File: src/rtl/atomic_pkg.sv
// Shared types for the RV32A atomic executor: funct5 encodings, FSM states, width default.
package atomic_pkg;

   localparam int XLEN_DEFAULT = 32;

   typedef enum logic [4:0] {
      AMO_ADD  = 5'b00000,
      AMO_SWAP = 5'b00001,
      AMO_LR   = 5'b00010,
      AMO_SC   = 5'b00011,
      AMO_XOR  = 5'b00100,
      AMO_OR   = 5'b01000,
      AMO_AND  = 5'b01100,
      AMO_MIN  = 5'b10000,
      AMO_MAX  = 5'b10100,
      AMO_MINU = 5'b11000,
      AMO_MAXU = 5'b11100
   } amo_funct5_e;

   typedef enum logic [1:0] {IDLE, RD, WR, DONE} atomic_state_e;

   // True for the read-modify-write ops (everything except LR/SC and unknown codes).
   function automatic logic is_rmw(logic [4:0] f5);
      case (f5)
         AMO_ADD, AMO_SWAP, AMO_XOR, AMO_OR, AMO_AND,
         AMO_MIN, AMO_MAX, AMO_MINU, AMO_MAXU: return 1'b1;
         default:                              return 1'b0;
      endcase
   endfunction

endpackage

File: src/rtl/atomic_unit_if.sv
// Data-memory port used by the atomic unit; master drives requests, slave answers.
interface atomic_unit_if #(
   parameter int XLEN   = 32,
   parameter int ADDR_W = 32
);
   logic              mem_req;
   logic              mem_we;
   logic [ADDR_W-1:0] mem_addr;
   logic [XLEN-1:0]   mem_wdata;
   logic              mem_ack;
   logic [XLEN-1:0]   mem_rdata;

   modport master (output mem_req, mem_we, mem_addr, mem_wdata, input mem_ack, mem_rdata);
   modport slave  (input mem_req, mem_we, mem_addr, mem_wdata, output mem_ack, mem_rdata);
endinterface

File: src/rtl/atomic_unit_alu.sv
// Combinational AMO update function: new memory value from the old value and rs2.
module amo_alu
   import atomic_pkg::*;
#(
   parameter int XLEN = XLEN_DEFAULT
) (
   input  logic [4:0]      funct5,
   input  logic [XLEN-1:0] old_val,
   input  logic [XLEN-1:0] rs2,
   output logic [XLEN-1:0] new_val
);

   always_comb begin
      new_val = old_val;
      case (funct5)
         AMO_ADD:  new_val = old_val + rs2;
         AMO_SWAP: new_val = rs2;
         AMO_XOR:  new_val = old_val ^ rs2;
         AMO_OR:   new_val = old_val | rs2;
         AMO_AND:  new_val = old_val & rs2;
         AMO_MIN:  new_val = ($signed(old_val) < $signed(rs2)) ? old_val : rs2;
         AMO_MAX:  new_val = ($signed(old_val) > $signed(rs2)) ? old_val : rs2;
         AMO_MINU: new_val = (old_val < rs2) ? old_val : rs2;
         AMO_MAXU: new_val = (old_val > rs2) ? old_val : rs2;
         default:  new_val = old_val;
      endcase
   end

endmodule

File: src/rtl/atomic_unit.sv
// RV32A executor in the MEM stage: LR/SC reservation, AMO read-modify-write, pipeline stall.
module atomic_unit
   import atomic_pkg::*;
#(
   parameter int XLEN   = XLEN_DEFAULT,
   parameter int ADDR_W = 32
) (
   input  logic              clk,
   input  logic              rst_n,
   input  logic              is_atomic_mem,
   input  logic [4:0]        amo_funct5_mem,
   input  logic [ADDR_W-1:0] addr_mem,
   input  logic [XLEN-1:0]   rs2_data_mem,
   input  logic              store_snoop_valid,
   input  logic [ADDR_W-1:0] store_snoop_addr,
   atomic_unit_if.master     mem,
   output logic              atomic_unit_stall,
   output logic [XLEN-1:0]   atomic_result,
   output logic              atomic_done,
   output logic              atomic_misaligned
);

   atomic_state_e     state, state_nx;
   logic              resv_valid;
   logic [ADDR_W-3:0] resv_addr;
   logic [XLEN-1:0]   old_q;
   logic [XLEN-1:0]   alu_out;
   logic [ADDR_W-3:0] word;
   logic              misaligned, is_lr, is_sc, rmw, xfer, snoop_hit, sc_ok;

   assign word       = addr_mem[ADDR_W-1:2];
   assign misaligned = addr_mem[1:0] != 2'b00;
   assign is_lr      = amo_funct5_mem == AMO_LR;
   assign is_sc      = amo_funct5_mem == AMO_SC;
   assign rmw        = is_rmw(amo_funct5_mem);
   assign xfer       = mem.mem_req & mem.mem_ack;
   assign snoop_hit  = store_snoop_valid & resv_valid &
                       (store_snoop_addr[ADDR_W-1:2] == resv_addr);
   // A committing store to the reserved word beats an SC evaluated in the same cycle.
   assign sc_ok      = resv_valid & (resv_addr == word) & ~snoop_hit;

   assign atomic_unit_stall = is_atomic_mem & (state != DONE);

   amo_alu #(.XLEN(XLEN)) u_alu (
      .funct5  (amo_funct5_mem),
      .old_val (mem.mem_rdata),
      .rs2     (rs2_data_mem),
      .new_val (alu_out)
   );

   always_ff @(posedge clk or negedge rst_n) begin
      if (!rst_n) state <= IDLE;
      else        state <= state_nx;
   end

   always_comb begin
      state_nx = state;
      case (state)
         IDLE: if (is_atomic_mem) begin
            if (misaligned)       state_nx = DONE;
            else if (is_lr || rmw) state_nx = RD;
            else if (is_sc)       state_nx = sc_ok ? WR : DONE;
            else                  state_nx = DONE;
         end
         RD:   if (xfer) state_nx = is_lr ? DONE : WR;
         WR:   if (xfer) state_nx = DONE;
         DONE: state_nx = IDLE;
         default: state_nx = IDLE;
      endcase
   end

   always_ff @(posedge clk or negedge rst_n) begin
      if (!rst_n) begin
         resv_valid        <= 1'b0;
         resv_addr         <= '0;
         mem.mem_req       <= 1'b0;
         mem.mem_we        <= 1'b0;
         mem.mem_addr      <= '0;
         mem.mem_wdata     <= '0;
         old_q             <= '0;
         atomic_result     <= '0;
         atomic_done       <= 1'b0;
         atomic_misaligned <= 1'b0;
      end else begin
         atomic_done       <= 1'b0;
         atomic_misaligned <= 1'b0;
         if (snoop_hit) resv_valid <= 1'b0;
         case (state)
            IDLE: if (is_atomic_mem) begin
               if (misaligned) begin
                  atomic_result     <= '0;
                  atomic_misaligned <= 1'b1;
                  atomic_done       <= 1'b1;
               end else if (is_lr || rmw) begin
                  mem.mem_req  <= 1'b1;
                  mem.mem_we   <= 1'b0;
                  mem.mem_addr <= {word, 2'b00};
               end else if (is_sc) begin
                  resv_valid <= 1'b0;
                  if (sc_ok) begin
                     mem.mem_req   <= 1'b1;
                     mem.mem_we    <= 1'b1;
                     mem.mem_addr  <= {word, 2'b00};
                     mem.mem_wdata <= rs2_data_mem;
                     atomic_result <= '0;
                  end else begin
                     atomic_result <= XLEN'(1);
                     atomic_done   <= 1'b1;
                  end
               end else begin
                  atomic_result <= '0;
                  atomic_done   <= 1'b1;
               end
            end
            RD: if (xfer) begin
               if (is_lr) begin
                  atomic_result <= mem.mem_rdata;
                  resv_valid    <= 1'b1;
                  resv_addr     <= word;
                  mem.mem_req   <= 1'b0;
                  atomic_done   <= 1'b1;
               end else begin
                  old_q         <= mem.mem_rdata;
                  mem.mem_we    <= 1'b1;
                  mem.mem_wdata <= alu_out;
               end
            end
            WR: if (xfer) begin
               mem.mem_req <= 1'b0;
               mem.mem_we  <= 1'b0;
               atomic_done <= 1'b1;
               if (!is_sc) begin
                  atomic_result <= old_q;
                  if (resv_valid && resv_addr == word) resv_valid <= 1'b0;
               end
            end
            default: ;
         endcase
      end
   end

endmodule

File: src/flat_wrapper.sv
// flat-port wrapper written by rule: the top's interface ports become plain ports
module atomic_unit_flat import atomic_pkg::*;
#(
   parameter int XLEN   = XLEN_DEFAULT,
   parameter int ADDR_W = 32
)
  (clk, rst_n, is_atomic_mem, amo_funct5_mem, addr_mem, rs2_data_mem, store_snoop_valid, store_snoop_addr, atomic_unit_stall, atomic_result, atomic_done, atomic_misaligned, mem_mem_req, mem_mem_we, mem_mem_addr, mem_mem_wdata, mem_mem_ack, mem_mem_rdata);
  atomic_unit_if #(.XLEN(XLEN), .ADDR_W(ADDR_W)) mem_i ();
  input  logic clk;
  input  logic rst_n;
  input  logic is_atomic_mem;
  input  logic [4:0] amo_funct5_mem;
  input  logic [ADDR_W-1:0] addr_mem;
  input  logic [XLEN-1:0] rs2_data_mem;
  input  logic store_snoop_valid;
  input  logic [ADDR_W-1:0] store_snoop_addr;
  output logic atomic_unit_stall;
  output logic [XLEN-1:0] atomic_result;
  output logic atomic_done;
  output logic atomic_misaligned;
  output wire logic [$bits(mem_i.mem_req)-1:0] mem_mem_req;
  output wire logic [$bits(mem_i.mem_we)-1:0] mem_mem_we;
  output wire logic [$bits(mem_i.mem_addr)-1:0] mem_mem_addr;
  output wire logic [$bits(mem_i.mem_wdata)-1:0] mem_mem_wdata;
  input wire logic [$bits(mem_i.mem_ack)-1:0] mem_mem_ack;
  input wire logic [$bits(mem_i.mem_rdata)-1:0] mem_mem_rdata;
  assign mem_mem_req = mem_i.mem_req;
  assign mem_mem_we = mem_i.mem_we;
  assign mem_mem_addr = mem_i.mem_addr;
  assign mem_mem_wdata = mem_i.mem_wdata;
  assign mem_i.mem_ack = mem_mem_ack;
  assign mem_i.mem_rdata = mem_mem_rdata;
  atomic_unit #(.XLEN(XLEN), .ADDR_W(ADDR_W)) u_core (.clk(clk), .rst_n(rst_n), .is_atomic_mem(is_atomic_mem), .amo_funct5_mem(amo_funct5_mem), .addr_mem(addr_mem), .rs2_data_mem(rs2_data_mem), .store_snoop_valid(store_snoop_valid), .store_snoop_addr(store_snoop_addr), .mem(mem_i), .atomic_unit_stall(atomic_unit_stall), .atomic_result(atomic_result), .atomic_done(atomic_done), .atomic_misaligned(atomic_misaligned));
endmodule
File: config.mk
export PLATFORM = sky130hd
export DESIGN_NAME = atomic_unit_flat
export DESIGN_NICKNAME = d
export VERILOG_FILES = /design/src/rtl/atomic_pkg.sv /design/src/rtl/atomic_unit_if.sv /design/src/rtl/atomic_unit_alu.sv /design/src/rtl/atomic_unit.sv /design/src/flat_wrapper.sv
export SDC_FILE = /design/constraint.sdc
export NUM_CORES = 1
export LEC_CHECK = 0
export BUFFER_PORTS_ARGS = -buffer_cell sky130_fd_sc_hd__buf_2
export CORE_MARGIN = 2
export CORE_UTILIZATION = 45
export CTS_BUF_LIST = sky130_fd_sc_hd__clkbuf_16
export DETAILED_ROUTE_END_ITERATION = 6
export PLACE_DENSITY = 0.74
export SLEW_MARGIN = 25
export SYNTH_ARGS = -nofsm -noshare
export SYNTH_HDL_FRONTEND = slang
export SYNTH_SLANG_ARGS = --single-unit
File: constraint.sdc
create_clock -name clk -period 4.38 [get_ports clk]
set_clock_uncertainty 0.2 [all_clocks]
set_input_delay 0.876 -clock clk [delete_from_list [all_inputs] [get_ports clk]]
set_output_delay 0.876 -clock clk [all_outputs]
set_load 0.01 [all_outputs]
Word level (Yosys, flattened, before mapping) --
Memories as Yosys holds them, arrays and structs flattened. Index checks and enable logic that the tools add are counted.
Cells by class: add/sub/neg operators 1, magnitude comparators 4, equality and inequality tests 29, muxes and demuxes 73, bitwise operators 12, reductions and logical operators 17
Operators by type and width (count):
- 2-to-1 mux 32 bit | 21
- one-hot mux 32 bit (9 select lines) | 1
- one-hot mux 32 bit (3 select lines) | 1
- greater-than comparator 32 bit | 2
- less-than comparator 32 bit | 2
- one-hot mux 32 bit (2 select lines) | 1
- == test 30 bit | 2
- 2-to-1 mux 1 bit | 38
- adder 32 bit | 1
- bitwise AND 32 bit | 1
- OR 32 bit | 1
- XOR 32 bit | 1
- AND reduction 8 bit | 3
- == test 5 bit (second input constant) | 4
- 2-to-1 mux 2 bit | 6
- != test 2 bit (second input constant) | 6
- one-hot mux 1 bit (3 select lines) | 4
- == test 5 x 2 -> 1 bit (second input constant) | 2
- == test 5 x 4 -> 1 bit (second input constant) | 2
- != test 2 x 1 -> 1 bit (second input constant) | 5
- AND reduction 3 bit | 3
- one-hot mux 2 bit (4 select lines) | 1
- nonzero test 2 bit | 4
- AND reduction 7 bit | 1
- 14 further kinds | 23
Storage, ports and cells: bits in registers 165, bits in read-only memories 32, output and inout port bits 101, memories kept 1
Memories:
- (name not given) | depth 32, bits a word 1, read ports 1, clocked after Yosys merged registers in 0, write ports 0, line atomic_pkg.sv:24 | case (f5)

Longest topological paths before layout --
depth in word-level cells 10, gate-level depth with buffers 13, mapped depth without buffers 11

Cells and area by module --
Synthesis repeated with hierarchy kept, for this count alone.
Unflattened totals: cells, all modules 1485, area total of the unflattened synthesis 13420.4 µm²
Modules (own cells, without submodules):
- atomic_unit | instances 1, cells each 698, area each 8104.0 µm², sequential area each 4078.9 µm²
- amo_alu | instances 1, cells each 787, area each 5316.3 µm², sequential area each 0.0 µm²

Worst setup path after synthesis --
No wires, ideal clock.
kind input -> register, start point input port rs2_data_mem[29], end point register u_core.mem.mem_wdata[18], setup time 0.134 ns, data arrival time 3.490 ns, required time 4.046 ns, setup slack 0.556 ns, cell stages on the path 12, buffers on the path 1, cells stage by stage inv_1 -> ha_1 -> nor2_2 -> a221oi_2 -> o21bai_1 -> or4_4 -> nor2_4 -> mux2i_1 -> nand2_2 -> buf_4 -> a221oi_1 -> a31oi_1
Between the ends: cells in the longest elaborated chain, start to end 6, elaborated cells on any way between the ends 12, classes of those cells 4 x order compare; 8 x mux
Ends and longest elaborated chain:
- start, declared | line flat_wrapper.sv:14 | input logic [XLEN-1:0] rs2_data_mem;
- greater-than comparator 32 bit (tied with other cells) | line atomic_unit_alu.sv:24 | AMO_MAXU: new_val = (old_val > rs2) ? old_val : rs2;
- 2-to-1 mux 32 bit (on tied branches)
- one-hot mux 32 bit (9 select lines) (*) | line atomic_unit_alu.sv:15 | case (funct5)
- 2-to-1 mux 32 bit (*) | line atomic_unit.sv:116 | if (is_lr) begin
- 2-to-1 mux 32 bit (*) | line atomic_unit.sv:115 | RD: if (xfer) begin
- one-hot mux 32 bit (2 select lines) (*) | line atomic_unit.sv:88 | case (state)
- end signal, assigned | line atomic_unit.sv:104 | mem.mem_wdata <= rs2_data_mem;
- end signal, assigned | line atomic_unit.sv:125 | mem.mem_wdata <= alu_out;
- end, declared | line atomic_unit_if.sv:13 | modport master (output mem_req, mem_we, mem_addr, mem_wdata, input mem_ack, mem_rdata);
Every way passes the cells marked *; elsewhere a longest branch is shown, timed or not. The select of a mux whose other input is x is not followed. A chain may end at the register's enable or synchronous reset.

Worst setup path after layout --
start point input port rs2_data_mem[14], end point register u_core.mem.mem_wdata[8]
Same word-level chain as after synthesis.

==> run summary <==
WL per Instance: 20.8 microns
H-tree depth: 4
Most frequent cells in the layout: 233 x buf_2, 163 x dfrtp_1, 109 x o21ai_0
Grt total ovfl: 0
Vias: 12315
Antenna Violating Nets Remaining: 0
Hold Vio Cnt, Final: 0
Fill cell count: 2548
Largest net degree at the start of global routing: 91
Worst r2r src: u_core.state[1]
R2R Path End: u_core.mem.mem_wdata[26]
Die width: 172 microns
Worst-margin pin slew: 0.861 ns
Maximum achievable frequency: 251 MHz
Synth Register Bits: 163
Register clock-pin slew on the reported worst setup and hold paths: 0.08 ns
Arrival @ worst endpoint: 4.06 ns
P&R area growth vs syn: 21.9%
Initial antenna violation count: 5
Via density: 5.90
Clock Path Buffers: 2
EDFF count, synth: 0
CP peak stage delay: 0.40 ns
Async S/R FF share, synth: 100%
Worst Path Buf+Inv: 5
Post-synthesis area per instance: 8.95 sq um
Clock latency at the later pin of the worst-skew pair: 0.44 ns
First-pass GRT wire length: 65700 microns
Starting DRT DRC Count: 1048
Status: finished clean
Worst setup EP type: flop
Core area: 27700 sq um
Post-CTS Setup Repair Bufs: 0
Num Clock Sinks: 163
Final Cycle Share: 90.9%
Power per cell area: 499 nW/um^2
Mapped Area: 12700 sq um
Commonest non-fill, non-tap cell in the layout: buf_2
CTS resizes: 0
Register-to-register setup slack: 0.93 ns
Levels on crit path: 15
Max Slew Vio Count: 0
Req. time, crit path: 4.46 ns
Count of non-filler cells in the finished layout: 2086
Drt pass-1 iters: 5
Starting Density: 45.7%
Cell mode on critical path: buf_4
Cts-stage hold buffer count: 0
Type of origin of the critical path: input port
Vias in the first global route: 11990
GRT Util Overall: 29.0%
Peak VDD IR: 320 uV
Crit-path slowest cell: nor4_2
RSZ-0062 raised after global routing: false
# nets final: 1930
Yosys cell types: 88
Setup TNS: 0 ns
DRC viols: 0
Synth Flop Type: dfrtp_1
CTS tree: built
Register area share after synthesis: 32.2%
P_leak: 7.23 nW
WL final: 43500 microns
Maxcap violations: 0
Full die area: 29500 sq um
Tmin final: 3.98 ns
Placer Congestion: 0.983
CP Max Fanout: 11
Row Count: 61
Final setup fails: 0
PortBufs: 234
Height of the die: 172 microns
Critical path class: input port to flop
I/O pin count: 239
R2R cell count: 9
Syn Inst Count: 1414
Crit-path cells: buf_2 -> inv_1 -> ha_1 -> nor4_2 -> buf_4 -> nand4_1 -> buf_4 -> nor3_2 -> nand2b_1 -> nor3_1 -> a32oi_2 -> nand2_2 -> buf_4 -> a221oi_1 -> a311oi_1
Share of post-route cells with drive strength above 1: 29.2%
Rel. slew slack: 42.6%
Synth Warn #: 0
Placed instance count: 2050
Detail Placement HPWL: 32100 microns
Worst min path class: input port to asynchronous set/reset pin
Number of buffers created by CTS: 17
Clock tree root buffer cell: clkbuf_16
Top delay family on crit path: simple AND/OR/NAND/NOR gates
==> state kept, by name (all words and copies together) (netlist names) <==
register / count
u_core.resv_valid: 1
u_core.mem.mem_req: 1
u_core.atomic_result: 32
u_core.atomic_done: 1
u_core.mem.mem_wdata: 32
u_core.mem.mem_we: 1
u_core.mem.mem_addr: 30
u_core.state: 2
u_core.atomic_misaligned: 1
u_core.old_q: 32
u_core.resv_addr: 30
==> through the flow <==
step | util (%) | worst slack [ns] | power (W) | hold WS (ns) | cell area [sq um]
finish | 55.7 | 0.400 | 0.00769 | 0.285 | 15400
global placement | 53.5 | 0.0460 | 0.00600 | 0.262 | 14800
global route | 55.7 | 0.208 | 0.00819 | 0.306 | 15400
CTS | 55.7 | 0.491 | 0.00769 | 0.286 | 15400
detailed placement | 53.5 | 0.0346 | 0.00610 | 0.270 | 14800
floorplan | - | 0.556 | 0.00474 | 0.281 | 12700
==> cell usage after synthesis (all sizes together), types with 3 or more instances <==
| master | instances | share of area [%] |
|---|---|---|
| a221o | 5 | 0.40 |
| a31oi | 17 | 0.84 |
| a2111oi | 3 | 0.31 |
| a22o | 4 | 0.28 |
| a31o | 3 | 0.21 |
| a21boi | 6 | 0.36 |
| nor2 | 109 | 3.3 |
| o21ai | 115 | 4.7 |
| and2 | 5 | 0.25 |
| o31ai | 10 | 0.63 |
| nand4 | 21 | 1.0 |
| and3 | 8 | 0.40 |
| mux2i | 27 | 2.1 |
| o41ai | 4 | 0.34 |
| nor4 | 13 | 0.91 |
| xor2 | 21 | 1.5 |
| clkbuf | 56 | 1.7 |
| a211oi | 20 | 1.2 |
| nor3b | 3 | 0.18 |
| inv | 98 | 2.9 |
| a21o | 11 | 0.65 |
| a211o | 4 | 0.28 |
| a22oi | 44 | 2.6 |
| nand2b | 4 | 0.20 |
| nor3 | 23 | 1.0 |
| a21oi | 93 | 3.7 |
| dfrtp | 163 | 32 |
| a221oi | 28 | 2.1 |
| o21bai | 7 | 0.42 |
| buf | 31 | 1.4 |
| or4 | 4 | 0.27 |
| or3 | 9 | 0.44 |
| nor2b | 13 | 0.64 |
| nand3 | 21 | 0.83 |
| a311oi | 8 | 0.55 |
| o211ai | 22 | 1.3 |
| o22ai | 8 | 0.40 |
| nand2 | 92 | 2.8 |
| mux2 | 93 | 8.3 |
| ha | 100 | 9.9 |
| xnor2 | 61 | 4.2 |
==> layer usage <==
layer	part of all wire (%)	track usage, %	up-vias
li1	-	-	5689
met1	42	37.4	5913
met2	47	47.1	590
met3	7.4	5.22	119
met4	4.0	13.5	4
met5	0.055	0	-
==> where the power goes <==
part | switching [W] | leakage [nW] | internal (W)
Combinational | 0.00209 | 4.89 | 0.00151
Sequential | 0.000357 | 2.06 | 0.00217
Clock | 0.000806 | 0.284 | 0.000767
Total | 0.00325 | 7.23 | 0.00444
==> cell families (layout without fill, tap and decap cells) <==
group	count (synthesis)	count (layout)	share of synthesized area (%)
AOI/OAI and AO/OA	433	433	23.0
xor gates and xnor gates	82	82	5.67
adders and majority gates	101	101	10.0
buffers and inverters	185	474	6.00
DFF	163	163	32.2
muxes	120	120	10.4
other	1	6	0.0296
and+or+nand+nor	329	329	12.6
==> worst max path at each step <==
stage / from / end / slack (ns)
2_1_floorplan: rs2_data_mem[29] / u_core.mem.mem_wdata[18] / 0.56
3_3_place_gp: rs2_data_mem[14] / u_core.mem.mem_wdata[29] / 0.05
3_5_place_dp: rs2_data_mem[14] / u_core.mem.mem_wdata[29] / 0.03
4_1_cts: rs2_data_mem[14] / u_core.mem.mem_wdata[8] / 0.49
5_1_grt: rs2_data_mem[11] / u_core.mem.mem_wdata[29] / 0.21
6_report: rs2_data_mem[14] / u_core.mem.mem_wdata[8] / 0.40
==> area by class of cell <==
class	instances	area, sq um	area share (%)
Antenna cell	4	10.0	0.0649
Sequential cell	163	4080	26.4
Tap cell	378	473	3.07
Timing Repair Buffer	344	2040	13.2
Inverter	98	368	2.38
Clock buffer	17	425	2.76
Clock inverter	15	170	1.10
Multi-Input combinational cell	1067	7860	51.0
Power figures use the tool's default switching activity.
